===== config.mk =====
export PLATFORM = sky130hd
export DESIGN_NAME = io_axi_serial_bridge
export DESIGN_NICKNAME = d
export VERILOG_FILES = /design/src/rtl/io_axi_serial_bridge.sv
export SDC_FILE = /design/constraint.sdc
export NUM_CORES = 1
export LEC_CHECK = 0
export CAP_MARGIN = 10
export CORE_MARGIN = 2
export CORE_UTILIZATION = 37
export CTS_CLUSTER_DIAMETER = 50
export DETAILED_ROUTE_END_ITERATION = 10
export MAX_ROUTING_LAYER = met4
export PLACE_DENSITY = 0.77
export SYNTH_ARGS = -nofsm -noshare
export SYNTH_HDL_FRONTEND = slang
export SYNTH_SLANG_ARGS = --single-unit

===== constraint.sdc =====
create_clock -name clk -period 1.6 [get_ports clk]
set_clock_uncertainty 0.05 [all_clocks]
set_input_delay 0.24 -clock clk [delete_from_list [all_inputs] [get_ports clk]]
set_output_delay 0.24 -clock clk [all_outputs]
set_load 0.05 [all_outputs]

===== src/rtl/io_axi_serial_bridge.sv =====
// io_axi_serial_bridge: AXI4 responder for the fcpu io_* port.
// Write beats become a byte TX stream. RX bytes come back as R beats.
// One status address reports {rx_valid, !tx_valid} without consuming anything.
module io_axi_serial_bridge #(
   parameter int unsigned       ID_W        = 4,
   parameter int unsigned       ADDR_W      = 32,
   parameter logic [ADDR_W-1:0] STATUS_ADDR = 'h4
) (
   input  logic              clk,
   input  logic              nrst,
   input  logic [ID_W-1:0]   s_awid,
   input  logic [ADDR_W-1:0] s_awaddr,
   input  logic [7:0]        s_awlen,
   input  logic              s_awvalid,
   output logic              s_awready,
   input  logic [7:0]        s_wdata,
   input  logic              s_wlast,
   input  logic              s_wvalid,
   output logic              s_wready,
   output logic [ID_W-1:0]   s_bid,
   output logic [1:0]        s_bresp,
   output logic              s_bvalid,
   input  logic              s_bready,
   input  logic [ID_W-1:0]   s_arid,
   input  logic [ADDR_W-1:0] s_araddr,
   input  logic [7:0]        s_arlen,
   input  logic              s_arvalid,
   output logic              s_arready,
   output logic [ID_W-1:0]   s_rid,
   output logic [7:0]        s_rdata,
   output logic [1:0]        s_rresp,
   output logic              s_rlast,
   output logic              s_rvalid,
   input  logic              s_rready,
   output logic [7:0]        tx_data,
   output logic              tx_valid,
   input  logic              tx_ready,
   input  logic [7:0]        rx_data,
   input  logic              rx_valid,
   output logic              rx_ready
);

   typedef enum logic [1:0] {W_IDLE, W_DATA, W_RESP} wstate_t;
   typedef enum logic       {R_IDLE, R_DATA}         rstate_t;

   // ---------------- write side ----------------
   wstate_t          r_wstate, w_wstate_nxt;
   logic             r_awready;
   logic [ID_W-1:0]  r_awid;
   logic [7:0]       r_awlen, r_wcnt;
   logic             r_wstat;
   logic [1:0]       r_bresp;
   logic             r_tx_valid;
   logic [7:0]       r_tx_data;

   logic w_aw_hs, w_wready, w_wbeat, w_wcnt_end, w_wend;

   assign w_aw_hs    = s_awvalid & r_awready;
   assign w_wready   = (r_wstate == W_DATA) & (~r_tx_valid | tx_ready);
   assign w_wbeat    = s_wvalid & w_wready;
   assign w_wcnt_end = (r_wcnt == r_awlen);
   assign w_wend     = w_wbeat & (s_wlast | w_wcnt_end);

   // Write FSM state register
   always_ff @(posedge clk or negedge nrst) begin
      if (!nrst) r_wstate <= W_IDLE;
      else       r_wstate <= w_wstate_nxt;
   end

   // Write FSM next-state: burst ends on wlast or on the awlen-th beat, whichever comes first
   always_comb begin
      w_wstate_nxt = r_wstate;
      case (r_wstate)
         W_IDLE:  if (w_aw_hs)  w_wstate_nxt = W_DATA;
         W_DATA:  if (w_wend)   w_wstate_nxt = W_RESP;
         W_RESP:  if (s_bready) w_wstate_nxt = W_IDLE;
         default:               w_wstate_nxt = W_IDLE;
      endcase
   end

   // Write address latch, beat counter, response code and the single-byte TX holding register
   always_ff @(posedge clk or negedge nrst) begin
      if (!nrst) begin
         r_awready  <= 1'b0;
         r_awid     <= '0;
         r_awlen    <= '0;
         r_wcnt     <= '0;
         r_wstat    <= 1'b0;
         r_bresp    <= '0;
         r_tx_valid <= 1'b0;
         r_tx_data  <= '0;
      end else begin
         r_awready <= (w_wstate_nxt == W_IDLE);
         if (w_aw_hs) begin
            r_awid  <= s_awid;
            r_awlen <= s_awlen;
            r_wstat <= (s_awaddr == STATUS_ADDR);
            r_wcnt  <= '0;
         end else if (w_wbeat && !w_wcnt_end) begin
            r_wcnt <= r_wcnt + 8'd1;
         end
         if (w_wend)
            r_bresp <= (s_wlast && w_wcnt_end) ? 2'b00 : 2'b10;
         if (w_wbeat && !r_wstat) begin
            r_tx_valid <= 1'b1;
            r_tx_data  <= s_wdata;
         end else if (tx_ready) begin
            r_tx_valid <= 1'b0;
         end
      end
   end

   assign s_awready = r_awready;
   assign s_wready  = w_wready;
   assign s_bvalid  = (r_wstate == W_RESP);
   assign s_bid     = r_awid;
   assign s_bresp   = r_bresp;
   assign tx_valid  = r_tx_valid;
   assign tx_data   = r_tx_data;

   // ---------------- read side ----------------
   rstate_t          r_rstate, w_rstate_nxt;
   logic             r_arready;
   logic [ID_W-1:0]  r_arid;
   logic [7:0]       r_arlen, r_rcnt;
   logic             r_rstat;
   logic             r_rvalid, r_rlast;
   logic [7:0]       r_rdata;

   logic w_ar_hs, w_rslot, w_rload, w_rcnt_end;

   assign w_ar_hs    = s_arvalid & r_arready;
   // Slot is free when nothing is pending or it drains this cycle; once the last
   // beat is loaded no further bytes may be pulled from RX.
   assign w_rslot    = (r_rstate == R_DATA) & ~(r_rvalid & r_rlast) & (~r_rvalid | s_rready);
   assign w_rload    = w_rslot & (r_rstat | rx_valid);
   assign w_rcnt_end = (r_rcnt == r_arlen);

   // Read FSM state register
   always_ff @(posedge clk or negedge nrst) begin
      if (!nrst) r_rstate <= R_IDLE;
      else       r_rstate <= w_rstate_nxt;
   end

   // Read FSM next-state: return to idle once the last beat is taken
   always_comb begin
      w_rstate_nxt = r_rstate;
      case (r_rstate)
         R_IDLE:  if (w_ar_hs) w_rstate_nxt = R_DATA;
         R_DATA:  if (r_rvalid && r_rlast && s_rready) w_rstate_nxt = R_IDLE;
         default: w_rstate_nxt = R_IDLE;
      endcase
   end

   // Read address latch, beat counter and R output register (stable until rready)
   always_ff @(posedge clk or negedge nrst) begin
      if (!nrst) begin
         r_arready <= 1'b0;
         r_arid    <= '0;
         r_arlen   <= '0;
         r_rcnt    <= '0;
         r_rstat   <= 1'b0;
         r_rvalid  <= 1'b0;
         r_rlast   <= 1'b0;
         r_rdata   <= '0;
      end else begin
         r_arready <= (w_rstate_nxt == R_IDLE);
         if (w_ar_hs) begin
            r_arid  <= s_arid;
            r_arlen <= s_arlen;
            r_rstat <= (s_araddr == STATUS_ADDR);
            r_rcnt  <= '0;
         end else if (w_rload && !w_rcnt_end) begin
            r_rcnt <= r_rcnt + 8'd1;
         end
         if (w_rload) begin
            r_rvalid <= 1'b1;
            r_rlast  <= w_rcnt_end;
            r_rdata  <= r_rstat ? {6'b0, rx_valid, ~r_tx_valid} : rx_data;
         end else if (s_rready) begin
            r_rvalid <= 1'b0;
            r_rlast  <= 1'b0;
         end
      end
   end

   assign s_arready = r_arready;
   assign s_rvalid  = r_rvalid;
   assign s_rlast   = r_rlast;
   assign s_rdata   = r_rdata;
   assign s_rid     = r_arid;
   assign s_rresp   = 2'b00;
   assign rx_ready  = w_rslot & ~r_rstat;

endmodule


==> reports/qor.csv, run 1 <==
stage;metric;value;unit
outcome;status;complete, but fails checks;
outcome;violations;setup timing;
grt;grt_max_degree;68;
clocking;cts-root-to-sink-buffers;2;
setup_path;cp.required;1770;ps
drt;post-route-drc-count;0;
grt;grt_use_total;20.50;%
clocking;root_buffer;clkbuf_8;
layout;final_util;66.61;%
power_and_ir_drop;power_frac_seq;29.8;%
placement;dpl.hpwl;6.621;mm
power_and_ir_drop;internal_power;5.306;mW
setup_path;critical_path_class;reg -> reg;
drt;drtPass1Iterations;5;
logic_synthesis;postSynthAreaPerCell;9.887;µm²
drt;drt_wl_total;8.989;mm
logic_synthesis;yosys_warnings;0;
setup_path;crit_path_start_kind;flip-flop;
grt;grt_overflow_total;0;
layout;drive_above_1_share;28.02;%
logic_synthesis;synth_seq_cells;67;
clocking;cts_made_buffers;9;
layout;most-common-layout-cells;112 x clkdlybuf4s50_1, 84 x nand2_1, 70 x buf_4;
logic_synthesis;synth_area;0.003134;mm²
placement;io_buffers;146;
drt;wl_per_cell;14.36;µm
timing;fin_tns_setup;-327.7;ps
power_and_ir_drop;p_sw_share;43.56;%
grt;grt_pass1_wl;14.11;mm
layout;antennaDiodeCount;0;
floorplan;die_h;96.04;µm
setup_path;cp-end-kind;flip-flop;
floorplan;die_x;96.04;µm
layout;multiInputGateArea;0.001594;mm²
grt;antenna_found_initial;0;
floorplan;dieArea;0.009223;mm²
grt;grt_pass1_vias;3139;
layout;fillerInstances;628;
logic_synthesis;yosysSeqAreaShare;53.49;%
layout;finalNetCount;633;
clocking;cts_max_level;3;
power_and_ir_drop;p_comb_share;56.6;%
timing;grt_setup_unrepaired;yes;
setup_path;cp_max_fo;4;
clocking;clk-insertion-delay-late;330;ps
power_and_ir_drop;netSwitchingPower;4.096;mW
floorplan;num_io_pins;150;
power_and_ir_drop;p_clk_share;13.5;%
clocking;clk_pin_slew;70;ps
clocking;cts_num_sinks;67;
power_and_ir_drop;vdd_drop_max;0.9901;mV
floorplan;start_util;38.15;%
power_and_ir_drop;leakage;2.461;nW
timing;drv_slew;0;
drt;ant_nets;0;
timing;finalSetupViolations;10;
floorplan;core-area;0.008217;mm²
power_and_ir_drop;power.density;1718;mW/mm²
timing;clock.fmax;597.9;MHz
clocking;cts_tree;built;
logic_synthesis;netlist_instances;317;
layout;seqCellArea;0.001684;mm²
logic_synthesis;post_synth_num_cell_types;44;
drt;vias_per_cell;4.927;
timing;timing.final.ws_setup;-72.52;ps
drt;drtIter0Drc;83;
layout;area_growth;74.61;%
placement;place_congestion;0.8540;
drt;route.vias.total;3084;
timing;min_period;1673;ps
layout;final_common_cell;clkdlybuf4s50_1;
job;cap_viol_max_count;0;
worst_hold_path;hold_class;in -> reg;
setup_path;worstPathArrival;1840;ps
floorplan;rows;33;
timing;period_share;104.5;%
timing;hold_viol;0;
## critical path: stages (launching register included)
cell      delay (ps)
dfrtp_1          430
xor2_2           240
nor4_4            80
buf_6            140
a211oi_4         280
a31oi_1          130
a41o_1           220
## routing by layer
layer	up-vias	wire length, µm	GRT usage, %
met5	-	0	-
li1	1495	-	-
met4	0	78	5.952
met2	135	4628	37.15
met1	1446	3535	21.95
met3	8	746	5.247
## worst paths after layout
path                                   startpoint  slack, ps  cells past startpoint                endpoint
setup / recovery           r_awlen[4]$_DFFE_PN0P_        -70                      6   r_wcnt[5]$_DFFE_PN0P_
hold / removal                          s_awid[1]        380                      3    s_bid[1]$_DFFE_PN0P_
setup reg to reg           r_awlen[4]$_DFFE_PN0P_        -70                      6   r_wcnt[5]$_DFFE_PN0P_
hold reg to reg              s_rid[3]$_DFFE_PN0P_        430                      2    s_rid[3]$_DFFE_PN0P_
max in group asynchronous                    nrst        760                      3     s_awready$_DFF_PN0_
min in group asynchronous                    nrst        400                      3  s_rdata[5]$_DFFE_PN0P_
## metrics by stage
stage | setup slack [ps] | instance area [µm²] | hold WS (ps) | std cells | total power, mW
after floorplan | -82.17 | 3201 | -105.6 | 319 | 5.701
after global placement | -290.0 | 5032 | 236.2 | 600 | 7.565
after detailed placement | -362.0 | 5032 | 243.0 | 600 | 7.692
after CTS | -73.25 | 5389 | 358.6 | 622 | 9.374
after global routing | -139.3 | 5473 | 357.9 | 626 | 9.972
final | -72.52 | 5473 | 380.2 | 626 | 9.403
## timing repair
| item | 4_1_cts | 5_1_grt |
|---|---|---|
| hold buffers | 1 | 0 |
| endpoints found under the setup margin | 18 | 31 |
| buffers inserted | 8 | 4 |
| resized for setup | 24 | 13 |
| endpoints found under the hold margin | 67 | 0 |
| pin swaps | 11 | 15 |
## cell type report
class,count,area share (%)
sequential,67,30.77
inverter,4,0.2743
tap,105,2.401
multi-input combinational,238,29.13
timing repair buffer,197,34.16
clock buffer,13,3.086
clock inverter,2,0.1829
## registers in the layout, indices dropped and copies added, names as in the netlist
| name | count |
|---|---|
| r_rstat | 1 |
| r_wcnt | 8 |
| r_wstate | 2 |
| s_awready | 1 |
| tx_valid | 1 |
| r_awlen | 8 |
| r_rstate | 1 |
| s_arready | 1 |
| s_rid | 4 |
| s_rvalid | 1 |
| r_arlen | 8 |
| tx_data | 8 |
| s_bresp | 1 |
| r_wstat | 1 |
| s_bid | 4 |
| s_rdata | 8 |
| r_rcnt | 8 |
| s_rlast | 1 |
## Yosys cell counts
cell / n / area [µm²]
nand2_1: 86 / 322.8
ha_1: 2 / 25.02
o21a_1: 2 / 15.01
a21oi_1: 6 / 30.03
o21ai_2: 1 / 8.760
nor4_2: 2 / 25.02
dfrtp_1: 67 / 1677
mux2_2: 8 / 90.09
nor4_1: 14 / 87.58
inv_1: 4 / 15.01
and2_1: 5 / 31.28
mux2i_1: 1 / 10.01
conb_1: 1 / 3.750
nor2_2: 2 / 12.51
a21boi_0: 1 / 7.510
or3_1: 3 / 18.77
xor2_1: 11 / 96.34
a41o_1: 2 / 20.02
or4_1: 1 / 7.510
o21ai_0: 9 / 45.04
a211oi_2: 1 / 12.51
nor3_1: 1 / 5.000
nand3b_1: 1 / 7.510
or2_1: 1 / 6.260
and3_1: 2 / 12.51
a211oi_1: 2 / 15.01
a211oi_4: 1 / 20.02
nor2b_1: 3 / 18.77
o211ai_1: 2 / 15.01
buf_4: 3 / 22.52
nor2_1: 17 / 63.81
nor4b_1: 2 / 17.52
o31ai_1: 2 / 15.01
nand4_1: 9 / 56.30
a22o_1: 6 / 52.55
a41oi_1: 1 / 8.760
clkbuf_1: 7 / 26.28
nand2b_1: 2 / 12.51
nand2b_4: 1 / 13.76
xnor2_1: 12 / 105.1
o2111ai_1: 2 / 17.52
a31o_1: 1 / 8.760
nand3_1: 8 / 40.04
a31oi_1: 2 / 12.51
## power by group through the flow
stage               registers [mW]  clock network, mW  logic, mW
finish                        2.81               1.27       5.33
floorplan                     4.07                  0       1.63
global route                  2.88               1.41       5.68
global placement              2.77                  0       4.80
CTS                           2.79               1.32       5.27
detailed placement            2.80                  0       4.89
## logic make-up after synthesis
kind of cell / share of synthesized area (%)
simple gates: 24.23
flops: 53.49
compound gates: 9.700
xor+xnor: 6.427
buf+inv: 2.036
mux: 3.194
fa+ha+maj: 0.7983
other cells: 0.1196
Note: power is estimated with default switching activity, not from simulation.
==> run 2: changes to the inputs <==
Settings changed: HOLD_SLACK_MARGIN from default to 0.06, SKIP_LAST_GASP from default to 1.
==> run 2 against run 1 <==
Compared with the run above: the run still ends with setup timing left; non-clock buffer count stayed put; wire length about the same; critical path depth is the same; worst setup slack gained 0.82 ps; count of clock-buffer cells in the layout is the same; critical path type unchanged; largest cell class unchanged; largest power group unchanged.
==> reports/qor.csv, run 2 (same netlist as run 1, synthesis figures left out) <==
stage;metric;value;unit;change
timing;finalSetupViolations;11;;was 10
clocking;cts_made_buffers;9;;unchanged
placement;dp.cells;600;;unchanged
clocking;clk-insertion-delay-late;330;ps;about the same
layout;final_util;66.58;%;was 66.61%
power_and_ir_drop;leakage;2.463;nW;was 2.461 nW
drt;post-route-drc-count;0;;unchanged
timing;period_share;104.5;%;about the same
clocking;root_buffer;clkbuf_8;;unchanged
drt;drt_wl_total;8.991;mm;was 8.989 mm
layout;area_growth;74.53;%;was 74.61%
setup_path;r2r_setup_slack;-70;ps;about the same
timing;drv_slew;0;;unchanged
floorplan;die_h;96.04;µm;unchanged
timing;clock.fmax;598.2;MHz;was 597.9 MHz
floorplan;core-area;0.008217;mm²;unchanged
setup_path;cp.required;1770;ps;about the same
drt;ant_nets;0;;unchanged
worst_hold_path;worstHoldPathCells;3;;unchanged
drt;drtIter0Drc;89;;was 83
setup_path;critical_path.reg2reg.startpoint;r_awlen[4]$_DFFE_PN0P_;;unchanged
setup_path;cp_max_fo;4;;unchanged
drt;drtPass1Iterations;5;;unchanged
timing;timing.final.ws_setup;-71.70;ps;was -72.52 ps
job;cap_viol_max_count;0;;unchanged
setup_path;worst_r2r_path_depth;6;;unchanged
timing;min_period;1672;ps;was 1673 ps
floorplan;num_io_pins;150;;unchanged
outcome;violations;setup timing;;unchanged
power_and_ir_drop;total_power;9.395;mW;was 9.403 mW
worst_hold_path;hold_path_end;r_arlen[0]$_DFFE_PN0P_;;was s_bid[1]$_DFFE_PN0P_
setup_path;crit_path_start_kind;flip-flop;;unchanged
power_and_ir_drop;power.density;1717;mW/mm²;was 1718 mW/mm²
setup_path;r2r_end;r_wcnt[5]$_DFFE_PN0P_;;unchanged
grt;grt_max_degree;68;;unchanged
clocking;clk_pin_slew;70;ps;about the same
worst_hold_path;hold_class;in -> reg;;unchanged
placement;place_congestion;0.8540;;unchanged
grt;grt_pass1_wl;14.11;mm;unchanged
clocking;cts_max_level;3;;unchanged
drt;wl_per_cell;14.36;µm;about the same
outcome;status;complete, but fails checks;;unchanged
power_and_ir_drop;vdd_drop_max;0.9901;mV;about the same
placement;io_buffers;146;;unchanged
drt;route.vias.total;3083;;was 3084
clocking;cts-root-to-sink-buffers;2;;unchanged
drt;vias_per_cell;4.925;;was 4.927
floorplan;rows;33;;unchanged
grt;grt_pass1_vias;3137;;was 3139
placement;place_area;0.005032;mm²;unchanged
layout;antennaDiodeCount;0;;unchanged
floorplan;die_x;96.04;µm;unchanged
clocking;cts_tree;built;;unchanged
floorplan;start_util;38.15;%;unchanged
timing;grt_setup_unrepaired;yes;;unchanged
grt;grt_use_total;20.50;%;unchanged
layout;most-common-layout-cells;112 x clkdlybuf4s50_1, 84 x nand2_1, 70 x buf_4;;unchanged
grt;antenna_found_initial;0;;unchanged
layout;drive_above_1_share;27.83;%;was 28.02%
floorplan;dieArea;0.009223;mm²;unchanged
clocking;cts_num_sinks;67;;unchanged
placement;dpl.hpwl;6.621;mm;unchanged
timing;hold_viol;0;;unchanged
layout;final_common_cell;clkdlybuf4s50_1;;unchanged
worst_hold_path;hold_path.startpoint;s_arlen[0];;was s_awid[1]
setup_path;worstPathArrival;1840;ps;about the same
layout;finalNetCount;633;;unchanged
grt;grt_overflow_total;0;;unchanged
layout;final_area;0.005470;mm²;was 0.005473 mm²
timing;fin_tns_setup;-355.1;ps;was -327.7 ps
setup_path;critical_path_class;reg -> reg;;unchanged
setup_path;cp-end-kind;flip-flop;;unchanged
layout;final_cells;626;;unchanged
==> run 2: cell counts in the layout (fill, tap and decap cells not counted) <==
No cell type changed its count.
==> run 2: what timing repair did <==
action	in CTS	in global routing
resized for setup	22	13
endpoints found under the hold margin	67	0
pin swaps	10	15
buffers inserted	8	4
endpoints found under the setup margin	18	31
hold buffers	1	0
==> run 2: power breakdown <==
part / switching [mW] / internal [mW]
combinational: 3.05 / 2.27
clock: 0.594 / 0.677
sequential: 0.447 / 2.36
total: 4.09 / 5.30
==> run 2: through the flow <==
step                      setup slack [ps]  hold WS [ps]
after floorplan                     -82.17        -105.6
after global placement              -290.0         236.2
after detailed placement            -362.0         243.0
after CTS                           -73.25         358.6
after global routing                -139.3         357.9
final                               -71.70         379.9
==> run 2: worst max-delay path by stage <==
stage	startpoint	endpoint	cells past startpoint
floorplan	s_rlast$_DFFE_PN0P_	r_rcnt[7]$_DFFE_PN0P_	5
global placement	s_rready	r_rcnt[7]$_DFFE_PN0P_	6
detailed placement	s_rready	r_rcnt[7]$_DFFE_PN0P_	6
CTS	s_rlast$_DFFE_PN0P_	r_rcnt[7]$_DFFE_PN0P_	5
global route	r_wcnt[4]$_DFFE_PN0P_	r_wcnt[7]$_DFFE_PN0P_	6
finish	r_awlen[4]$_DFFE_PN0P_	r_wcnt[5]$_DFFE_PN0P_	6
==> run 2: final cells by class <==
cell class                 instances  area [µm²]
multi-input combinational        238        1592
sequential                        67        1684
timing repair buffer             197        1869
inverter                           4       15.01
clock buffer                      13       168.9
tap                              105       131.4
clock inverter                     2       10.01
fill                             628        2746
==> run 2: worst max-delay path, cell delays in order (launching register included) <==
cell and delay [ps]:
dfrtp_1 430, xor2_2 240, nor4_4 80, buf_6 140, a211oi_4 270, a31oi_1 130, a41o_1 220
==> run 2: layer usage <==
layer / global-route usage (%) / up-vias / wire [µm]
li1: - / 1491 / -
met1: 21.95 / 1443 / 3507
met2: 37.15 / 139 / 4643
met3: 5.247 / 10 / 756
met4: 5.952 / 0 / 85
met5: - / - / 0
